## src/rtl/rgb_pwm_fader.sv

```systemverilog
// Multi-channel LED PWM driver with a shared OFF/STATIC/BLINK/BREATHE envelope engine.
// Duty registers reload only at the PWM period boundary, so level/mode edits never glitch a period.
module rgb_pwm_fader #(
    parameter int CHANNELS    = 3,
    parameter int PWM_BITS    = 8,
    parameter int DIV_BITS    = 16,
    parameter int BLINK_TICKS = 64,
    parameter int ACTIVE_LOW  = 1
) (
    input  logic                         clk,
    input  logic                         rst_n,
    input  logic [1:0]                   mode,
    input  logic [CHANNELS*PWM_BITS-1:0] level,
    input  logic [DIV_BITS-1:0]          div,
    output logic [CHANNELS-1:0]          led,
    output logic                         cycle_done
);

    localparam int BCW = (BLINK_TICKS > 1) ? $clog2(BLINK_TICKS) : 1;
    localparam logic [BCW-1:0]      BLINK_LAST = BCW'(BLINK_TICKS - 1);
    localparam logic [PWM_BITS-1:0] PWM_MAX    = {PWM_BITS{1'b1}};
    localparam logic [PWM_BITS-1:0] ENV_TOP_M1 = PWM_MAX - PWM_BITS'(1);
    localparam logic [CHANNELS-1:0] LED_OFF    = (ACTIVE_LOW != 0) ? {CHANNELS{1'b1}} : {CHANNELS{1'b0}};

    localparam logic [1:0] M_OFF     = 2'd0;
    localparam logic [1:0] M_STATIC  = 2'd1;
    localparam logic [1:0] M_BLINK   = 2'd2;
    localparam logic [1:0] M_BREATHE = 2'd3;

    typedef enum logic [2:0] {
        S_OFF       = 3'd0,
        S_STATIC    = 3'd1,
        S_BLINK_ON  = 3'd2,
        S_BLINK_OFF = 3'd3,
        S_RAMP_UP   = 3'd4,
        S_RAMP_DOWN = 3'd5
    } state_t;

    logic [DIV_BITS-1:0]               pcnt_r;
    logic [PWM_BITS-1:0]               pcnt_pwm_r;
    logic [PWM_BITS-1:0]               env_r, env_nx_s;
    logic [BCW-1:0]                    bcnt_r, bcnt_nx_s;
    logic [1:0]                        mode_r, mode_nx_s;
    state_t                            state_r, state_nx_s;
    logic [CHANNELS-1:0][PWM_BITS-1:0] duty_r, eff_s;
    logic [CHANNELS-1:0]               lit_s, led_r;
    logic                              tick_s, boundary_s, mode_chg_s, cdone_s, cycle_done_r;

    // Full-width product keeps the floor exact before dropping the low half.
    function automatic logic [PWM_BITS-1:0] scale(input logic [PWM_BITS-1:0] lvl,
                                                  input logic [PWM_BITS-1:0] env);
        logic [2*PWM_BITS-1:0] prod;
        prod = {{PWM_BITS{1'b0}}, lvl} * {{PWM_BITS{1'b0}}, env};
        return prod[2*PWM_BITS-1:PWM_BITS];
    endfunction

    assign tick_s     = (pcnt_r >= div);
    assign boundary_s = (pcnt_pwm_r == PWM_MAX);
    assign mode_chg_s = boundary_s && (mode != mode_r);
    assign led        = led_r;
    assign cycle_done = cycle_done_r;

    // Envelope prescaler and free-running PWM counter.
    always_ff @(posedge clk or negedge rst_n) begin
        if (!rst_n) begin
            pcnt_r     <= '0;
            pcnt_pwm_r <= '0;
        end else begin
            pcnt_r     <= tick_s ? '0 : pcnt_r + DIV_BITS'(1);
            pcnt_pwm_r <= pcnt_pwm_r + PWM_BITS'(1);
        end
    end

    // Mode engine state register.
    always_ff @(posedge clk or negedge rst_n) begin
        if (!rst_n) begin
            state_r      <= S_OFF;
            mode_r       <= M_OFF;
            env_r        <= '0;
            bcnt_r       <= '0;
            cycle_done_r <= 1'b0;
        end else begin
            state_r      <= state_nx_s;
            mode_r       <= mode_nx_s;
            env_r        <= env_nx_s;
            bcnt_r       <= bcnt_nx_s;
            cycle_done_r <= cdone_s;
        end
    end

    // Mode engine next state; a mode change at the boundary swallows a coincident tick.
    always_comb begin
        state_nx_s = state_r;
        mode_nx_s  = mode_r;
        env_nx_s   = env_r;
        bcnt_nx_s  = bcnt_r;
        cdone_s    = 1'b0;
        if (mode_chg_s) begin
            mode_nx_s = mode;
            case (mode)
                M_OFF:     state_nx_s = S_OFF;
                M_STATIC:  state_nx_s = S_STATIC;
                M_BLINK: begin
                    state_nx_s = S_BLINK_ON;
                    bcnt_nx_s  = '0;
                end
                M_BREATHE: begin
                    state_nx_s = S_RAMP_UP;
                    env_nx_s   = '0;
                end
                default:   state_nx_s = S_OFF;
            endcase
        end else if (tick_s) begin
            case (state_r)
                S_BLINK_ON, S_BLINK_OFF: begin
                    if (bcnt_r == BLINK_LAST) begin
                        bcnt_nx_s  = '0;
                        state_nx_s = (state_r == S_BLINK_ON) ? S_BLINK_OFF : S_BLINK_ON;
                        cdone_s    = (state_r == S_BLINK_OFF);
                    end else begin
                        bcnt_nx_s = bcnt_r + BCW'(1);
                    end
                end
                S_RAMP_UP: begin
                    env_nx_s = env_r + PWM_BITS'(1);
                    if (env_r == ENV_TOP_M1) begin
                        state_nx_s = S_RAMP_DOWN;
                    end else begin
                        state_nx_s = S_RAMP_UP;
                    end
                end
                S_RAMP_DOWN: begin
                    env_nx_s = env_r - PWM_BITS'(1);
                    if (env_r == PWM_BITS'(1)) begin
                        state_nx_s = S_RAMP_UP;
                        cdone_s    = 1'b1;
                    end else begin
                        state_nx_s = S_RAMP_DOWN;
                    end
                end
                default: state_nx_s = state_r;
            endcase
        end else begin
            state_nx_s = state_r;
        end
    end

    // Effective duty follows the state being entered so a boundary change lands next period.
    always_comb begin
        eff_s = '0;
        for (int i = 0; i < CHANNELS; i++) begin
            case (state_nx_s)
                S_STATIC, S_BLINK_ON:   eff_s[i] = level[i*PWM_BITS +: PWM_BITS];
                S_RAMP_UP, S_RAMP_DOWN: eff_s[i] = scale(level[i*PWM_BITS +: PWM_BITS], env_nx_s);
                default:                eff_s[i] = '0;
            endcase
        end
    end

    // PWM compare.
    always_comb begin
        lit_s = '0;
        for (int i = 0; i < CHANNELS; i++) begin
            lit_s[i] = (pcnt_pwm_r < duty_r[i]);
        end
    end

    // Duty reload at period boundary and registered LED drive.
    always_ff @(posedge clk or negedge rst_n) begin
        if (!rst_n) begin
            duty_r <= '0;
            led_r  <= LED_OFF;
        end else begin
            if (boundary_s) begin
                duty_r <= eff_s;
            end
            led_r <= lit_s ^ LED_OFF;
        end
    end

endmodule
```

## config.mk

```make
export PLATFORM = sky130hd
export DESIGN_NAME = rgb_pwm_fader
export DESIGN_NICKNAME = d
export VERILOG_FILES = /design/src/rtl/rgb_pwm_fader.sv
export SDC_FILE = /design/constraint.sdc
export NUM_CORES = 1
export LEC_CHECK = 0
export BUFFER_PORTS_ARGS = -buffer_cell sky130_fd_sc_hd__clkbuf_2
export CAP_MARGIN = 40
export CORE_MARGIN = 5
export CORE_UTILIZATION = 60
export CTS_BUF_LIST = sky130_fd_sc_hd__clkbuf_8
export CTS_CLUSTER_DIAMETER = 30
export DETAILED_ROUTE_END_ITERATION = 10
export PLACE_DENSITY = 0.78
export SYNTH_ARGS = -nofsm -noshare
export SYNTH_HDL_FRONTEND = slang
export SYNTH_SLANG_ARGS = --single-unit
```

## constraint.sdc

```tcl
create_clock -name clk -period 12.25 [get_ports clk]
set_input_delay 0.6125 -clock clk [delete_from_list [all_inputs] [get_ports clk]]
set_output_delay 0.6125 -clock clk [all_outputs]
set_load 0.01 [all_outputs]
```

======== Yosys cells after proc, flatten, opt, wreduce, memory -nomap -nowiden ========
Index checks and enable logic that the tools add are counted.
storage, ports and cells
  input port bits ......................... 44
  bits in registers ....................... 71
operators by class
  bitwise logic cells ..................... 1
  multipliers ............................. 3
  equality and inequality tests ........... 17
  magnitude comparators ................... 4
  reduce and logical (&&, ||, !) cells .... 8
  add/sub/neg operators ................... 5
  muxes and demuxes ....................... 26
operators with widths
  cell                                                                   count
  8-bit one-hot mux with 2 select lines                                  4
  8-bit by 8-bit multiplier with 16-bit output                           3
  6-bit two-way mux                                                      5
  8-bit less-than comparator                                             3
  8-bit two-way mux                                                      3
  16-bit by 1-bit adder with 16-bit output, second input constant        1
  8-bit by 1-bit adder with 8-bit output, second input constant          2
  8-bit equality test, second input constant                             2
  16-bit >= comparator                                                   1
  16-bit two-way mux                                                     1
  3-bit equality test, second input constant                             4
  3-bit one-hot mux with 4 select lines                                  1
  3-bit by 2-bit equality test with 1-bit output, second input constant  3
  3-bit two-way mux                                                      3
  3-bit one-hot mux with 3 select lines                                  1
  8-bit by 1-bit equality test with 1-bit output, second input constant  1
  8-bit by 1-bit subtractor with 8-bit output, second input constant     1
  1-bit two-way mux                                                      7
  6-bit by 1-bit adder with 6-bit output, second input constant          1
  6-bit equality test, second input constant                             1
  2-bit OR reduction                                                     3
  2-bit equality test, second input constant                             2
  2-bit nonzero test                                                     2
  3-bit by 1-bit equality test with 1-bit output, second input constant  1
  8 further kinds                                                        8

======== Logic depth before layout (Yosys ltp) ========
  word-level depth ........................ 9
  depth in mapped cells ................... 30
  gate-level depth less buffers ........... 29

======== Worst setup path after synthesis ========
No wires, ideal clock.
  path type ............................... input -> register
  start point ............................. in div[14]
  end point ............................... reg duty_r[23] (netlist name)
  stages on the path ...................... 25
  data arrival time ....................... 6541 ps
  slack ................................... 5585 ps
  library setup time ...................... 124 ps
  cell sequence ........................... inv_1 ha_1 and4_4 nand2_1 o311ai_2 o21ai_2 o41ai_1 clkbuf_1 and2_1 fa_1 fa_1 fa_1 inv_1 fa_1 inv_1 ha_1 nand2_1 nand2_1 a21oi_1 o21ai_0 a21oi_1 o31ai_1 o41ai_2 nor3_1 a211o_1
between the ends
  longest elaborated chain between the ends .. 6
  elaborated cells between the ends (all ways) .. 13
ends and longest elaborated chain
  item                                                                                                  line  text
  start: declaration                                                                                    14    input logic [DIV_BITS-1:0] div,
  16-bit >= comparator (*)                                                                              57    assign tick_s = (pcnt_r >= div);
  parallel branches: the longest is 4 deep, another holds 8-bit by 8-bit multiplier with 16-bit output  --
  8-bit one-hot mux with 2 select lines (*)                                                             152   case (state_nx_s)
  end signal: assignment                                                                                175   duty_r <= eff_s;
  end: declaration                                                                                      45    logic [CHANNELS-1:0][PWM_BITS-1:0] duty_r, eff_s;
Every way passes the cells marked *.
A chain may end at the register's enable or synchronous reset.

======== Final worst setup path ========
  start point ............................. reg pcnt_r[0]
  end point ............................... reg duty_r[23] (netlist name)
between the ends
  longest elaborated chain between the ends .. 6
  elaborated cells between the ends (all ways) .. 13
ends and longest elaborated chain
  item                                                                                                  line  text
  start: declaration                                                                                    39    logic [DIV_BITS-1:0] pcnt_r;
  start signal: assignment                                                                              69    pcnt_r <= tick_s ? '0 : pcnt_r + DIV_BITS'(1);
  16-bit >= comparator (*)                                                                              57
  parallel branches: the longest is 4 deep, another holds 8-bit by 8-bit multiplier with 16-bit output  --
  8-bit one-hot mux with 2 select lines (*)                                                             152
Marked as above.

==> metrics.csv <==
metric,value,unit
Most used DFF post-synth,dfrtp_1,
layout cells sized above 1,0.0824,
initial antenna violation count,0,
CTS tree,yes,
crit share post-route,0.595,
xor and xnor fraction of the mapped netlist area,0.0323,
CP Launch Type,flip-flop,
"commonest non-fill, non-tap cell in the layout",inv_1,
setup repair bufs after CTS,0,
Power Internal,0.397,mW
Worst Tran Pin Value,0.903,ns
Final TNS setup,0,ns
DR vias,8667,
critical path class,reg2reg,
Placer Congestion,0.856,
synthesized netlist cell count,1202,
Ports,48,
clock network fraction of total power,0.285,
clock slew seen by the registers of the worst setup and hold paths,0.10,ns
first-pass GRT wire length,41800,um
Critical-path top delay cell,fa_1,
Seq cells post-synth,71,
crit path capture type,flip-flop,
Post-Synth Adder-Cell Area,0.368,
final setup violation count,0,
Tot Pwr,0.609,mW
TritonCTS Sinks,71,
Post-synth EDFFs,0,
YS warnings,0,
CTS Hold Buffers Added,0,
Final nets,1525,
"Slew Viols, Final",0,
CP required,12.51,ns
Ant. Diodes,0,
Compound-Gate Fraction of Synth Area,0.133,
row count,48,
status,"complete, no violations",
leakage,6.08,nW
r2r worst-path depth,28,
DRT Pass-1 Iters,6,
Yosys cell types,81,
Slew headroom,0.398,
die height,143,um
reg2reg end,duty_r[23],
worst reg2reg startpoint,pcnt_r[0],
total global-route track usage,0.250,
most frequent cells in the layout,"inv_1 (178), and2_1 (152), ha_1 (143), fa_1 (105), nand2_1 (99)",
Worst R2R Setup Slack,4.97,ns
clk_lat worst skew,0.37,ns
TritonCTS buffer count,9,
vias in the first global route,8604,
Worst path most repeated cell,fa_1,
Root Buffer Master,clkbuf_8,
Post-synth ARST share,1.00,
core region area,17300,um^2
FILL cells,1438,
worst hold slack,0.0490,ns
Peak Freq,137,MHz
area growth from synthesis to layout,6.29,%
Post-DRT Antenna Nets,0,
wire length per cell,16.7,um
Post-Route WL,24400,um
number of max-cap violations,0,
worst stage delay on the critical path,0.56,ns
H-Tree Depth,3,
VDD IR max,0.0000839,V
dpl hpwl,18400,um
simple-gate area share of the yosys netlist,0.211,
pwr/cell area,54.2,nW/um^2
Post-route DRC,0,
Worst Skew,0.0183,ns
1st-iter DRT viols,793,
vias per inst,5.92,
storage element area,1780,um^2
Clock Tree Buf Depth,2,
mux contribution to synthesized area,0.00817,
area of the multi-input gates,7960,um^2
CP max FO,16,
post-synthesis average cell area,8.79,um^2
largest family of logic cells by synthesized area,adder cells,
"Seq/Total Area, Yosys",0.169,
Port-buffer cells,47,
critical path arrival,7.55,ns
syn_nets,1494,
sw frac,0.347,
switching power of the nets,0.211,mW
RSZ-0062 raised after global routing,no,
largest net degree at the start of global routing,68,
Hold WC Path Type,in2async,
Initial Util,0.611,
Resize count post-CTS,0,
die area,20400,um^2
Die W,143,um
Reg power frac,0.447,
synthesized area,10600,um^2
Overflow after GRT,0,
Hold Fails Final Rpt,0,
Tmin final,7.28,ns
Logic pwr share,0.268,
logic make-up after synthesis:
family | Yosys count
multiplexers | 8
adder cells (fa/ha/maj) | 248
XOR/XNOR | 39
flip-flops | 71
AND/OR/NAND/NOR | 419
buffers and inverters | 218
AO/OA/AOI/OAI | 199
Yosys cell counts, types with 4 or more instances:
library cell	instances	area share
a21o_1	23	0.016
mux2i_1	6	0.0057
nand3_1	36	0.017
and2_1	152	0.090
a21oi_1	39	0.018
a31oi_1	9	0.0053
xnor2_1	17	0.014
o31ai_1	6	0.0043
nand2_1	99	0.035
fa_1	105	0.20
a211oi_1	8	0.0057
nor3_1	9	0.0043
o211ai_1	7	0.0050
nor2_1	55	0.020
nand4_1	12	0.0071
and3_1	16	0.0095
nand2b_1	9	0.0053
clkbuf_1	30	0.011
o21a_1	4	0.0028
a22oi_1	7	0.0050
ha_1	143	0.17
nor2b_1	8	0.0047
o21ai_0	42	0.020
dfrtp_1	68	0.16
buf_2	4	0.0019
a211o_1	5	0.0041
o22ai_1	6	0.0036
xor2_1	22	0.018
inv_1	178	0.063
and4_1	4	0.0033
how the worst max path moves through the flow:
stage,startpoint,endpoint,slack [ns],depth (start not counted)
6_report,pcnt_r[0],duty_r[23],4.97,28
5_1_grt,pcnt_r[0],duty_r[23],4.37,28
3_5_place_dp,div[0],duty_r[23],4.71,28
3_3_place_gp,div[0],duty_r[23],4.85,26
4_1_cts,pcnt_r[0],duty_r[23],4.96,28
2_1_floorplan,div[14],duty_r[23],5.59,25
state kept, by name, summed over array words and instances (netlist names):
register,flops
state_r,3
cycle_done,1
led,3
bcnt_r,6
env_r,8
pcnt_r,16
mode_r,2
pcnt_pwm_r,8
duty_r,24
critical path, delay by kind of cell, from the launching register on:
family | cells | cell delay (ns)
AND/OR/NAND/NOR | 7 | 0.80
flip-flops | 1 | 0.42
AO/OA/AOI/OAI | 11 | 2.83
buffers and inverters | 4 | 0.53
adder cells (fa/ha/maj) | 6 | 2.60
area by class of cell:
cell class                 instances  area share
clock inverter                     7     0.00423
multi-input combinational        913       0.709
timing repair buffer              58      0.0317
inverter                         180      0.0604
clock buffer                       9      0.0110
tap                              225      0.0251
sequential                        71       0.159
per-stage QoR:
stage	utilization	instances	setup WS, ns	cell area, um^2
2_1_floorplan	-	1202	5.59	10600
3_3_place_gp	0.635	1442	4.85	11000
3_5_place_dp	0.639	1447	4.71	11100
4_1_cts	0.649	1463	4.96	11200
5_1_grt	0.649	1463	4.37	11200
6_report	0.649	1463	4.97	11200
power groups by stage:
| stage | logic, mW | clock network (mW) | registers (mW) |
|---|---|---|---|
| 2_1_floorplan | 0.115 | 0 | 0.271 |
| 3_3_place_gp | 0.155 | 0 | 0.276 |
| 3_5_place_dp | 0.163 | 0 | 0.276 |
| 4_1_cts | 0.165 | 0.172 | 0.272 |
| 5_1_grt | 0.188 | 0.185 | 0.275 |
| 6_report | 0.163 | 0.173 | 0.272 |
layer usage:
metal	vias up	routed length [um]	track usage
met5	-	0	0
met1	4275	10800	0.352
li1	4066	-	-
met4	0	563	0.0615
met3	55	1400	0.0311
met2	271	11600	0.413
Power figures use the tool's default switching activity.
